`src/rtl/sdram_aref_sched_pkg.sv`:
```
// Shared encodings for the SDRAM auto-refresh scheduler: FSM states, SDRAM
// command codes {CS_n,RAS_n,CAS_n,WE_n}, the A10 bit index and a ceil-div helper.
package sdram_aref_sched_pkg;

  typedef enum logic [1:0] {
    SDAREFIDLE = 2'd0,
    SDAREFPREC = 2'd1,
    SDAREFAREF = 2'd2
  } aref_state_e;

  localparam logic [3:0] NOPC     = 4'b0111;
  localparam logic [3:0] PRECHAGE = 4'b0010;
  localparam logic [3:0] AUTOREF  = 4'b0001;

  // A10 high during PRECHARGE selects all banks.
  localparam int A10_BIT = 10;

  function automatic int ceil_div(input int num, input int den);
    return (num + den - 1) / den;
  endfunction

endpackage

```
`src/rtl/sdram_aref_timer.sv`:
```
// tREFI interval counter plus the saturating refresh-debt counter with a
// sticky overflow flag; debt_nx_o is the value debt takes at the next edge.
module sdram_aref_timer #(
  parameter int CYCREFI     = 3125,
  parameter int MAXPOSTPONE = 8,
  parameter int DW          = 4,
  parameter int IW          = 12
) (
  input  logic          Clk,
  input  logic          Rest,
  input  logic          dec_i,
  output logic [DW-1:0] debt_o,
  output logic [DW-1:0] debt_nx_o,
  output logic          ovf_o
);

  localparam logic [IW-1:0] ILAST = IW'(CYCREFI - 1);
  localparam logic [DW-1:0] DMAX  = DW'(MAXPOSTPONE);

  logic [IW-1:0] icnt_q, icnt_d;
  logic [DW-1:0] debt_q, debt_d;
  logic          ovf_q, ovf_d;
  logic          tick;

  always_comb begin
    tick   = (icnt_q == ILAST);
    icnt_d = tick ? '0 : icnt_q + 1'b1;
    debt_d = debt_q;
    ovf_d  = ovf_q;
    // A tick and a completed refresh in the same cycle cancel out.
    if (tick && !dec_i) begin
      if (debt_q == DMAX) ovf_d = 1'b1;
      else                debt_d = debt_q + 1'b1;
    end else if (dec_i && !tick && (debt_q != '0)) begin
      debt_d = debt_q - 1'b1;
    end
  end

  always_ff @(posedge Clk) begin
    if (Rest) begin
      icnt_q <= '0;
      debt_q <= '0;
      ovf_q  <= 1'b0;
    end else begin
      icnt_q <= icnt_d;
      debt_q <= debt_d;
      ovf_q  <= ovf_d;
    end
  end

  assign debt_o    = debt_q;
  assign debt_nx_o = debt_d;
  assign ovf_o     = ovf_q;

endmodule

```
`src/rtl/sdram_aref_sched.sv`:
```
// SDRAM auto-refresh scheduler: postponable refresh debt, PRECHARGE-all then a
// burst of AUTO REFRESH while granted. Define SDRAM_AREF_STAT_EN for statistics.
module sdram_aref_sched
  import sdram_aref_sched_pkg::*;
#(
  parameter int SDRAMMHZ    = 100,
  parameter int SDRAMLINE   = 2048,
  parameter int TREFMS      = 64,
  parameter int TRPNS       = 20,
  parameter int TRFCNS      = 70,
  parameter int MAXPOSTPONE = 8,
  parameter int TREFIOVR    = 0,
  localparam int ADDRW = ($clog2(SDRAMLINE) < 11) ? 11 : $clog2(SDRAMLINE),
  localparam int DW    = $clog2(MAXPOSTPONE + 1)
) (
  input  logic             Clk,
  input  logic             Rest,
  input  logic             ArefEn,
  input  logic             BusGrant,
  output logic             ArefReq,
  output logic             ArefUrgent,
  output logic             ArefBusy,
  output logic [3:0]       ArefCmd,
  output logic [ADDRW-1:0] ArefAddr,
  output logic             ArefDone,
  output logic [DW-1:0]    ArefDebt,
  output logic             ArefOvf
`ifdef SDRAM_AREF_STAT_EN
  ,
  output logic [31:0]      ArefCntTot,
  output logic [DW-1:0]    ArefMaxDebt
`endif
);

  localparam int NS_PER_CYC = ceil_div(1000, SDRAMMHZ);
  localparam int CYCRP      = ceil_div(TRPNS, NS_PER_CYC);
  localparam int CYCRFC     = ceil_div(TRFCNS, NS_PER_CYC);
  localparam int CYCREFI    = (TREFIOVR != 0) ? TREFIOVR
                              : (TREFMS * 1000000) / SDRAMLINE / NS_PER_CYC;
  localparam int IW         = (CYCREFI > 1) ? $clog2(CYCREFI) : 1;
  localparam int CMAX       = (CYCRP > CYCRFC) ? CYCRP : CYCRFC;
  localparam int CW         = (CMAX < 1) ? 1 : $clog2(CMAX + 1);

  localparam logic [CW-1:0] RP_LAST  = CW'(CYCRP);
  localparam logic [CW-1:0] RFC_LAST = CW'(CYCRFC);
  localparam logic [DW-1:0] DMAX     = DW'(MAXPOSTPONE);

  aref_state_e   state_q;
  logic [CW-1:0] cnt_q;
  logic [3:0]    cmd_q;
  logic          a10_q;
  logic          busy_q;
  logic          done_q;
  logic          stop_q;
  logic [DW-1:0] debt;
  logic [DW-1:0] debt_nx;
  logic          ovf;
  logic          req;

  sdram_aref_timer #(
    .CYCREFI    (CYCREFI),
    .MAXPOSTPONE(MAXPOSTPONE),
    .DW         (DW),
    .IW         (IW)
  ) u_timer (
    .Clk      (Clk),
    .Rest     (Rest),
    .dec_i    (done_q),
    .debt_o   (debt),
    .debt_nx_o(debt_nx),
    .ovf_o    (ovf)
  );

  assign req = (state_q == SDAREFIDLE) && (debt != '0) && ArefEn;

  // stop_q remembers that grant or enable dropped, so the burst ends after
  // the refresh in flight.
  always_ff @(posedge Clk) begin
    if (Rest) begin
      state_q <= SDAREFIDLE;
      cnt_q   <= '0;
      cmd_q   <= NOPC;
      a10_q   <= 1'b0;
      busy_q  <= 1'b0;
      done_q  <= 1'b0;
      stop_q  <= 1'b0;
    end else begin
      cmd_q  <= NOPC;
      a10_q  <= 1'b0;
      done_q <= 1'b0;
      case (state_q)
        SDAREFIDLE: begin
          if (req && BusGrant) begin
            state_q <= SDAREFPREC;
            cnt_q   <= '0;
            cmd_q   <= PRECHAGE;
            a10_q   <= 1'b1;
            busy_q  <= 1'b1;
            stop_q  <= 1'b0;
          end
        end
        SDAREFPREC: begin
          if (!BusGrant || !ArefEn) stop_q <= 1'b1;
          if (cnt_q == RP_LAST) begin
            state_q <= SDAREFAREF;
            cnt_q   <= '0;
            cmd_q   <= AUTOREF;
            done_q  <= (CYCRFC == 0);
          end else begin
            cnt_q <= cnt_q + 1'b1;
          end
        end
        SDAREFAREF: begin
          if (cnt_q == RFC_LAST) begin
            if (BusGrant && ArefEn && !stop_q && (debt_nx != '0)) begin
              cnt_q  <= '0;
              cmd_q  <= AUTOREF;
              done_q <= (CYCRFC == 0);
            end else begin
              state_q <= SDAREFIDLE;
              cnt_q   <= '0;
              busy_q  <= 1'b0;
            end
          end else begin
            if (!BusGrant || !ArefEn) stop_q <= 1'b1;
            cnt_q  <= cnt_q + 1'b1;
            done_q <= ((cnt_q + 1'b1) == RFC_LAST);
          end
        end
        default: begin
          state_q <= SDAREFIDLE;
          cnt_q   <= '0;
          busy_q  <= 1'b0;
          stop_q  <= 1'b0;
        end
      endcase
    end
  end

  always_comb begin
    ArefAddr          = '0;
    ArefAddr[A10_BIT] = a10_q;
  end

  assign ArefReq    = req;
  assign ArefUrgent = (debt == DMAX);
  assign ArefBusy   = busy_q;
  assign ArefCmd    = cmd_q;
  assign ArefDone   = done_q;
  assign ArefDebt   = debt;
  assign ArefOvf    = ovf;

`ifdef SDRAM_AREF_STAT_EN
  logic [31:0]   tot_q;
  logic [DW-1:0] max_q;

  always_ff @(posedge Clk) begin
    if (Rest) begin
      tot_q <= '0;
      max_q <= '0;
    end else begin
      if (done_q) tot_q <= tot_q + 32'd1;
      if (debt_nx > max_q) max_q <= debt_nx;
    end
  end

  assign ArefCntTot  = tot_q;
  assign ArefMaxDebt = max_q;
`endif

endmodule

```
`config.mk`:
```
export PLATFORM = sky130hd
export DESIGN_NAME = sdram_aref_sched
export DESIGN_NICKNAME = d
export VERILOG_FILES = /design/src/rtl/sdram_aref_sched_pkg.sv /design/src/rtl/sdram_aref_timer.sv /design/src/rtl/sdram_aref_sched.sv
export SDC_FILE = /design/constraint.sdc
export NUM_CORES = 1
export LEC_CHECK = 0
export CAP_MARGIN = 20
export CORE_UTILIZATION = 52
export CTS_CLUSTER_DIAMETER = 120
export CTS_CLUSTER_SIZE = 30
export DETAILED_ROUTE_END_ITERATION = 8
export GPL_ROUTABILITY_DRIVEN = 0
export PLACE_DENSITY_LB_ADDON = 0.3
export SETUP_SLACK_MARGIN = 0.1
export SLEW_MARGIN = 20
export SYNTH_ARGS = -nofsm -noshare
export SYNTH_HDL_FRONTEND = slang
export SYNTH_SLANG_ARGS = --single-unit
export TNS_END_PERCENT = 50
```
`constraint.sdc`:
```
create_clock -name Clk -period 2.88 [get_ports Clk]
set_clock_uncertainty 0.15 [all_clocks]
set_input_delay 0.288 -clock Clk [delete_from_list [all_inputs] [get_ports Clk]]
set_output_delay 0.288 -clock Clk [all_outputs]
set_load 0.1 [all_outputs]
```
==> run_results.csv, run 1 <==
group,metric,value,unit
yosys,netlist_top_cells_area,"dfxtp_1 (35%), ha_1 (9.1%), nor2_1 (6.1%)",
finish,nFillCells,282,
global_routing,use_met1,23.7,%
sta,finalSetupTns,0,ps
routing,detail-route-antenna-nets,0,
clock_tree,cts.clk_slew.worst_paths,90,ps
finish,multi_input_area,953,µm²
yosys,syn_area,0.00165,mm²
power_and_ir_drop,p_int,0.565,mW
sta,tightest_slew,628,ps
global_routing,grt.busiest_layer,"met2",
yosys,async_flop_share,0,%
clock_tree,cts_max_level,2,
sta,finalCritPeriodShare,92.1,%
routing,drtIter0Drc,51,
global_routing,grt_start_max_net_pins,21,
yosys,ys.flop_type,"dfxtp_1",
routing,drt-pass1-iter-count,5,
sta,hold_viol,0,
clock_tree,clock_sinks,29,
yosys,ys_seq_elements,29,
min_path,hp-class,"register to register",
global_routing,grt_use_total,20.1,%
clock_tree,cts_buffers,5,
critical_path,worstPathRequired,2990,ps
finish,area_growth,10.6,%
critical_path,crit_top_cell,"mux2i_1",
die,die_area,0.00340,mm²
critical_path,cp-start-kind,"register",
power_and_ir_drop,p_comb_share,26.3,%
power_and_ir_drop,leakagePower,0.757,nW
power_and_ir_drop,irDropWorstVdd,0.293,mV
critical_path,crit_path_max_incr_delay,410,ps
die,design.core.area,0.00303,mm²
die,die_y,58.3,µm
finish,final_nets,222,
status,status,"completed",
critical_path,cp-end-kind,"register",
die,initial_core_util,54.5,%
clock_tree,postCtsHoldBufs,0,
die,fp.dieW,58.3,µm
routing,wl_per_cell,12.4,µm
routing,drc,0,
global_routing,grt_use_met2,32.7,%
critical_path,arrival,2760,ps
die,io_pins,28,
placement,port_buffers,16,
power_and_ir_drop,p_sw,0.331,mW
yosys,synth_edf_count,0,
placement,dpl.cell_count,243,
critical_path,cp_cell_sequence,"inv_1 > ha_2 > or3b_1 > and2_1 > mux2i_1 > xnor2_1 > nand4b_1 > a31oi_2 > mux2i_1",
clock_tree,post_cts_buffers,0,
finish,drive_gt1_share,16.9,%
finish,num_antenna_cells,0,
finish,regArea,592,µm²
clock_tree,clock_latency,320,ps
placement,hpwl,2.31,mm
routing,viasPerCell,5.13,
clock_tree,post_cts_resized,0,
sta,rsz0062_at_grt,"no",
yosys,synth_area_leader_cell,"dfxtp_1",
global_routing,grt_overflow,0,
finish,final_cells,251,
critical_path,critical_path_class,"register to register",
sta,max-slew-margin-rel,58.0,%
global_routing,use_met3,6.59,%
clock_tree,clockBufferDepth,2,
power_and_ir_drop,clockPowerShare,26.0,%
power_and_ir_drop,switching_share,37.0,%
critical_path,critPathSlowestCell,"or3b_1",
sta,slew_violations,0,
routing,via_count,1287,
yosys,synth_top_area_share,35.2,%
yosys,ys_seq_area_share,35.2,%
yosys,synthCells,190,
global_routing,antenna_found_initial,0,
yosys,ys_warn_count,0,
routing,route.final.wire_length,3.11,mm
clock_tree,root_buffer,"clkbuf_4",
power_and_ir_drop,power-per-cell-area,491,mW/mm²
sta,min_period,2650,ps
critical_path,cp_max_fo,5,
power_and_ir_drop,p_seq_share,47.6,%
sta,clock.fmax,377,MHz
global_routing,grt_pass1_vias,1189,
power_and_ir_drop,total_power,0.897,mW
clock_tree,cts_tree,"done",
global_routing,grt_pass1_wl,5.14,mm
run,maxCapViolCount,0,
yosys,postSynthAreaPerCell,8.69,µm²
sta,setup_viol,0,
die,rows,20,
yosys,synth_cell_types,44,
-- cell usage in the layout, fill, tap and decap left out, types with 5 or more instances in the layout --
cell,instances
nor2_1,27
dfxtp_1,24
inv_1,13
buf_4,13
ha_1,11
conb_1,11
nand2_1,8
xor2_1,8
nand2b_1,7
a21oi_1,7
mux2i_1,6
nand3_1,5
clkbuf_4,5
-- Yosys cell counts (all sizes together) (2+ instances only) --
cell type,number
mux2i,6
xnor2,4
nand4,4
xor2,8
nand2,8
ha,12
inv,13
clkbuf,4
a31oi,3
nand2b,7
or2,2
buf,13
nor3,5
nor2,27
nand3,5
o21ai,4
nor2b,3
and3b,2
mux2,2
nand3b,2
and2,2
dfxtp,29
a211oi,2
a21oi,7
and3,2
-- layer usage --
layer  wire (µm)  vias up  share of wire (%)
met5           0        -                  0
met4          73        0                2.4
met3          99        7                3.2
met2        1590       23                 51
met1        1340      615                 43
li1            -      642                  -
-- flip-flops by register name (all words and copies together), names as in the netlist --
register,flops
ArefBusy,1
ArefDone,1
state_q,2
ArefCmd,3
u_timer.debt_o,4
stop_q,1
a10_q,1
cnt_q,3
u_timer.icnt_q,12
u_timer.ovf_o,1
-- worst max-delay path: cells and delay by family (launching register included) --
family | cells | cell delay [ps]
muxes | 2 | 390
adders and majority gates | 1 | 230
buffers and inverters | 1 | 90
DFF | 1 | 370
xor gates and xnor gates | 1 | 200
and+or+nand+nor | 3 | 840
AOI/OAI and AO/OA | 1 | 310
-- final timing paths --
path,startpoint,endpoint,slack [ps],cells past startpoint
max,u_timer.debt_o[0],state_q[0],230,9
min,u_timer.icnt_q[0],u_timer.icnt_q[0],300,1
max reg2reg,u_timer.debt_o[0],state_q[0],230,9
min reg2reg,u_timer.icnt_q[0],u_timer.icnt_q[0],300,1
-- cell type report --
class	instances	area share (%)
clock buffers	8	2.67
inverters	13	2.67
multi-input cells	141	52.2
flip-flops and latches	29	32.4
well taps	44	3.02
repair buffers	16	6.99
-- through the flow --
step | instance area (µm²) | util, % | hold WS (ps) | worst slack [ps]
detailed placement | 1770 | 58.3 | 316 | 243
global placement | 1770 | 58.3 | 306 | 330
finish | 1830 | 60.3 | 302 | 228
CTS | 1810 | 59.9 | 337 | 169
global route | 1830 | 60.3 | 329 | 91.2
floorplan | 1700 | - | 291 | 135
-- logic make-up after synthesis --
kind of cell / share of synthesized area (%)
and+or+nand+nor: 26.3
xor gates and xnor gates: 6.37
DFF: 35.2
adders and majority gates: 9.10
buffers and inverters: 10.0
AOI/OAI and AO/OA: 7.58
muxes: 5.23
other: 0.227
-- power groups by stage --
stage	clock network (mW)	registers, mW	logic [mW]
4_1_cts	0.242	0.427	0.235
3_3_place_gp	0	0.435	0.231
6_report	0.233	0.427	0.236
2_1_floorplan	0	0.496	0.149
5_1_grt	0.269	0.430	0.248
3_5_place_dp	0	0.437	0.234
No activity file was read; power rests on OpenSTA's default activity.
==> run 2: changes to the inputs <==
--- a/config.mk
+++ b/config.mk
@@ -6,7 +6,7 @@
 export NUM_CORES = 1
 export LEC_CHECK = 0
 export CAP_MARGIN = 20
-export CORE_UTILIZATION = 52
+export CORE_UTILIZATION = 56
 export CTS_CLUSTER_DIAMETER = 120
 export CTS_CLUSTER_SIZE = 30
 export DETAILED_ROUTE_END_ITERATION = 8
==> constraint.sdc (replaced) <==
create_clock -name Clk -period 3.4 [get_ports Clk]
set_clock_uncertainty 0.15 [all_clocks]
set_input_delay 0.34 -clock Clk [delete_from_list [all_inputs] [get_ports Clk]]
set_output_delay 0.34 -clock Clk [all_outputs]
set_load 0.1 [all_outputs]
==> run 2 against run 1 <==
Compared with the run above:
- die area down 6.9%
- count of clock-buffer cells in the layout shrank 1
- flip-flop and latch count is the same
- via count increased by 1.1%
- final area increased by 0.55%
- highest routed layer unchanged
==> run_results.csv, run 2 (synthesis results as in run 1) <==
group,metric,value,unit
die,io_pins,28,
die,die_area,0.00317,mm²
power_and_ir_drop,power-per-cell-area,443,mW/mm²
sta,rsz0062_at_grt,"no",
critical_path,arrival,2770,ps
routing,drt-met1-wl,1.48,mm
placement,hpwl,2.36,mm
clock_tree,clock_sinks,29,
sta,min_period,2660,ps
routing,drt-pass1-iter-count,4,
clock_tree,cts_buffers,5,
finish,largest_reg_flops,12,
finish,multi_input_area,942,µm²
routing,wl_met3,123,µm
routing,drc,0,
sta,clock.fmax,376,MHz
routing,top_layer,"met4",
global_routing,grt_overflow,0,
run,maxCapViolCount,0,
global_routing,grt_pass1_vias,1237,
global_routing,antenna_found_initial,0,
sta,max-slew-margin-rel,34.8,%
global_routing,grt_pass1_wl,5.44,mm
finish,num_antenna_cells,0,
routing,viasPerCell,5.47,
die,die_y,56.3,µm
clock_tree,post_cts_resized,0,
routing,drtIter0Drc,29,
clock_tree,post_cts_buffers,0,
critical_path,cp-end-kind,"register",
global_routing,grt_start_max_net_pins,21,
power_and_ir_drop,leakagePower,0.758,nW
clock_tree,root_buffer,"clkbuf_4",
critical_path,reg2reg_depth,9,
critical_path,crit_end,"state_q[0]",
clock_tree,cts_max_level,2,
status,status,"completed",
finish,nFillCells,255,
critical_path,rr_startpoint,"u_timer.debt_o[0]",
finish,regArea,583,µm²
routing,route.final.wire_length,3.16,mm
finish,drive_gt1_share,10.1,%
critical_path,crit_start,"u_timer.debt_o[0]",
power_and_ir_drop,total_power,0.813,mW
clock_tree,cts.clk_slew.worst_paths,100,ps
sta,hold_viol,0,
critical_path,regToRegSetupSlack,740,ps
routing,via_count,1301,
critical_path,cp-start-kind,"register",
critical_path,r2r-end,"state_q[0]",
finish,final_core_util,66.0,%
finish,layout_common_cells,"dfxtp_1 (27), nor2_1 (27), inv_1 (13), clkdlybuf4s50_1 (13), ha_1 (12)",
sta,slew_violations,0,
finish,final_area,0.00184,mm²
sta,finalSetupTns,0,ps
placement,port_buffers,16,
finish,regMostFlops,"u_timer.icnt_q",
clock_tree,postCtsHoldBufs,0,
min_path,hp-class,"register to register",
die,rows,19,
sta,finalCritPeriodShare,78.2,%
die,fp.dieW,56.3,µm
finish,area_growth,11.2,%
finish,final_nets,222,
clock_tree,clock_latency,340,ps
sta,setup_viol,0,
power_and_ir_drop,irDropWorstVdd,0.350,mV
die,design.core.area,0.00278,mm²
critical_path,critical_path_class,"register to register",
routing,wl_per_cell,13.3,µm
critical_path,cp_max_fo,5,
critical_path,worstPathRequired,3510,ps
die,initial_core_util,59.3,%
sta,tightest_slew,975,ps
routing,detail-route-antenna-nets,0,
clock_tree,clockBufferDepth,2,
routing,met2_length,1.49,mm
clock_tree,cts_tree,"done",
global_routing,grt_use_total,22.4,%
placement,postPlaceCellArea,0.00177,mm²
run 2: cell types whose count changed in the layout (fill, tap and decap cells not counted), moves of 2 or more:
cell / previous run / this run
buf_4: 13 / 3
clkdlybuf4s50_1: 3 / 13
clkbuf_1: 3 / 0
dfxtp_1: 24 / 27
clkbuf_8: 0 / 2
dfxtp_4: 2 / 0
run 2: final cells by class:
class                           count  area share [%]
Clock buffer                        7            3.54
Clock inverter                      1           0.273
Sequential cell                    29            31.8
Inverter                           13            2.66
Timing Repair Buffer               16            8.32
Multi-Input combinational cell    141            51.3
Tap cell                           31            2.11
run 2: report_power, final:
group / switching (mW) / internal [mW]
clock: 0.125 / 0.120
combinational: 0.157 / 0.0464
sequential: 0.0122 / 0.353
total: 0.294 / 0.519
run 2: worst max-delay path, cell delays in order (launching register included):
cell,delay (ps)
dfxtp_2,360
inv_1,90
ha_1,250
or3b_1,430
and2_1,200
mux2i_1,160
xnor2_1,190
nand4b_1,210
a31oi_1,340
mux2i_1,210
run 2: metal layers:
layer | vias to the layer above | global-route usage (%)
li1 | 651 | -
met5 | - | 0
met1 | 612 | 28.0
met3 | 9 | 6.91
met2 | 29 | 35.5
met4 | 0 | 10.1
run 2: how the worst min path moves through the flow:
stage | depth (start not counted) | endpoint | from
after detailed placement | 1 | u_timer.icnt_q[0] | u_timer.icnt_q[0]
after floorplan | 1 | u_timer.icnt_q[0] | u_timer.icnt_q[0]
after global placement | 1 | u_timer.icnt_q[0] | u_timer.icnt_q[0]
final | 1 | u_timer.icnt_q[0] | u_timer.icnt_q[0]
after CTS | 1 | u_timer.icnt_q[0] | u_timer.icnt_q[0]
after global routing | 1 | u_timer.icnt_q[0] | u_timer.icnt_q[0]
run 2: per-stage QoR:
stage          worst slack [ps]  hold slack [ps]  std cells
3_3_place_gp                852              305        230
2_1_floorplan               149              291        200
4_1_cts                     744              342        238
5_1_grt                     561              367        238
6_report                    741              341        238
3_5_place_dp                757              320        230
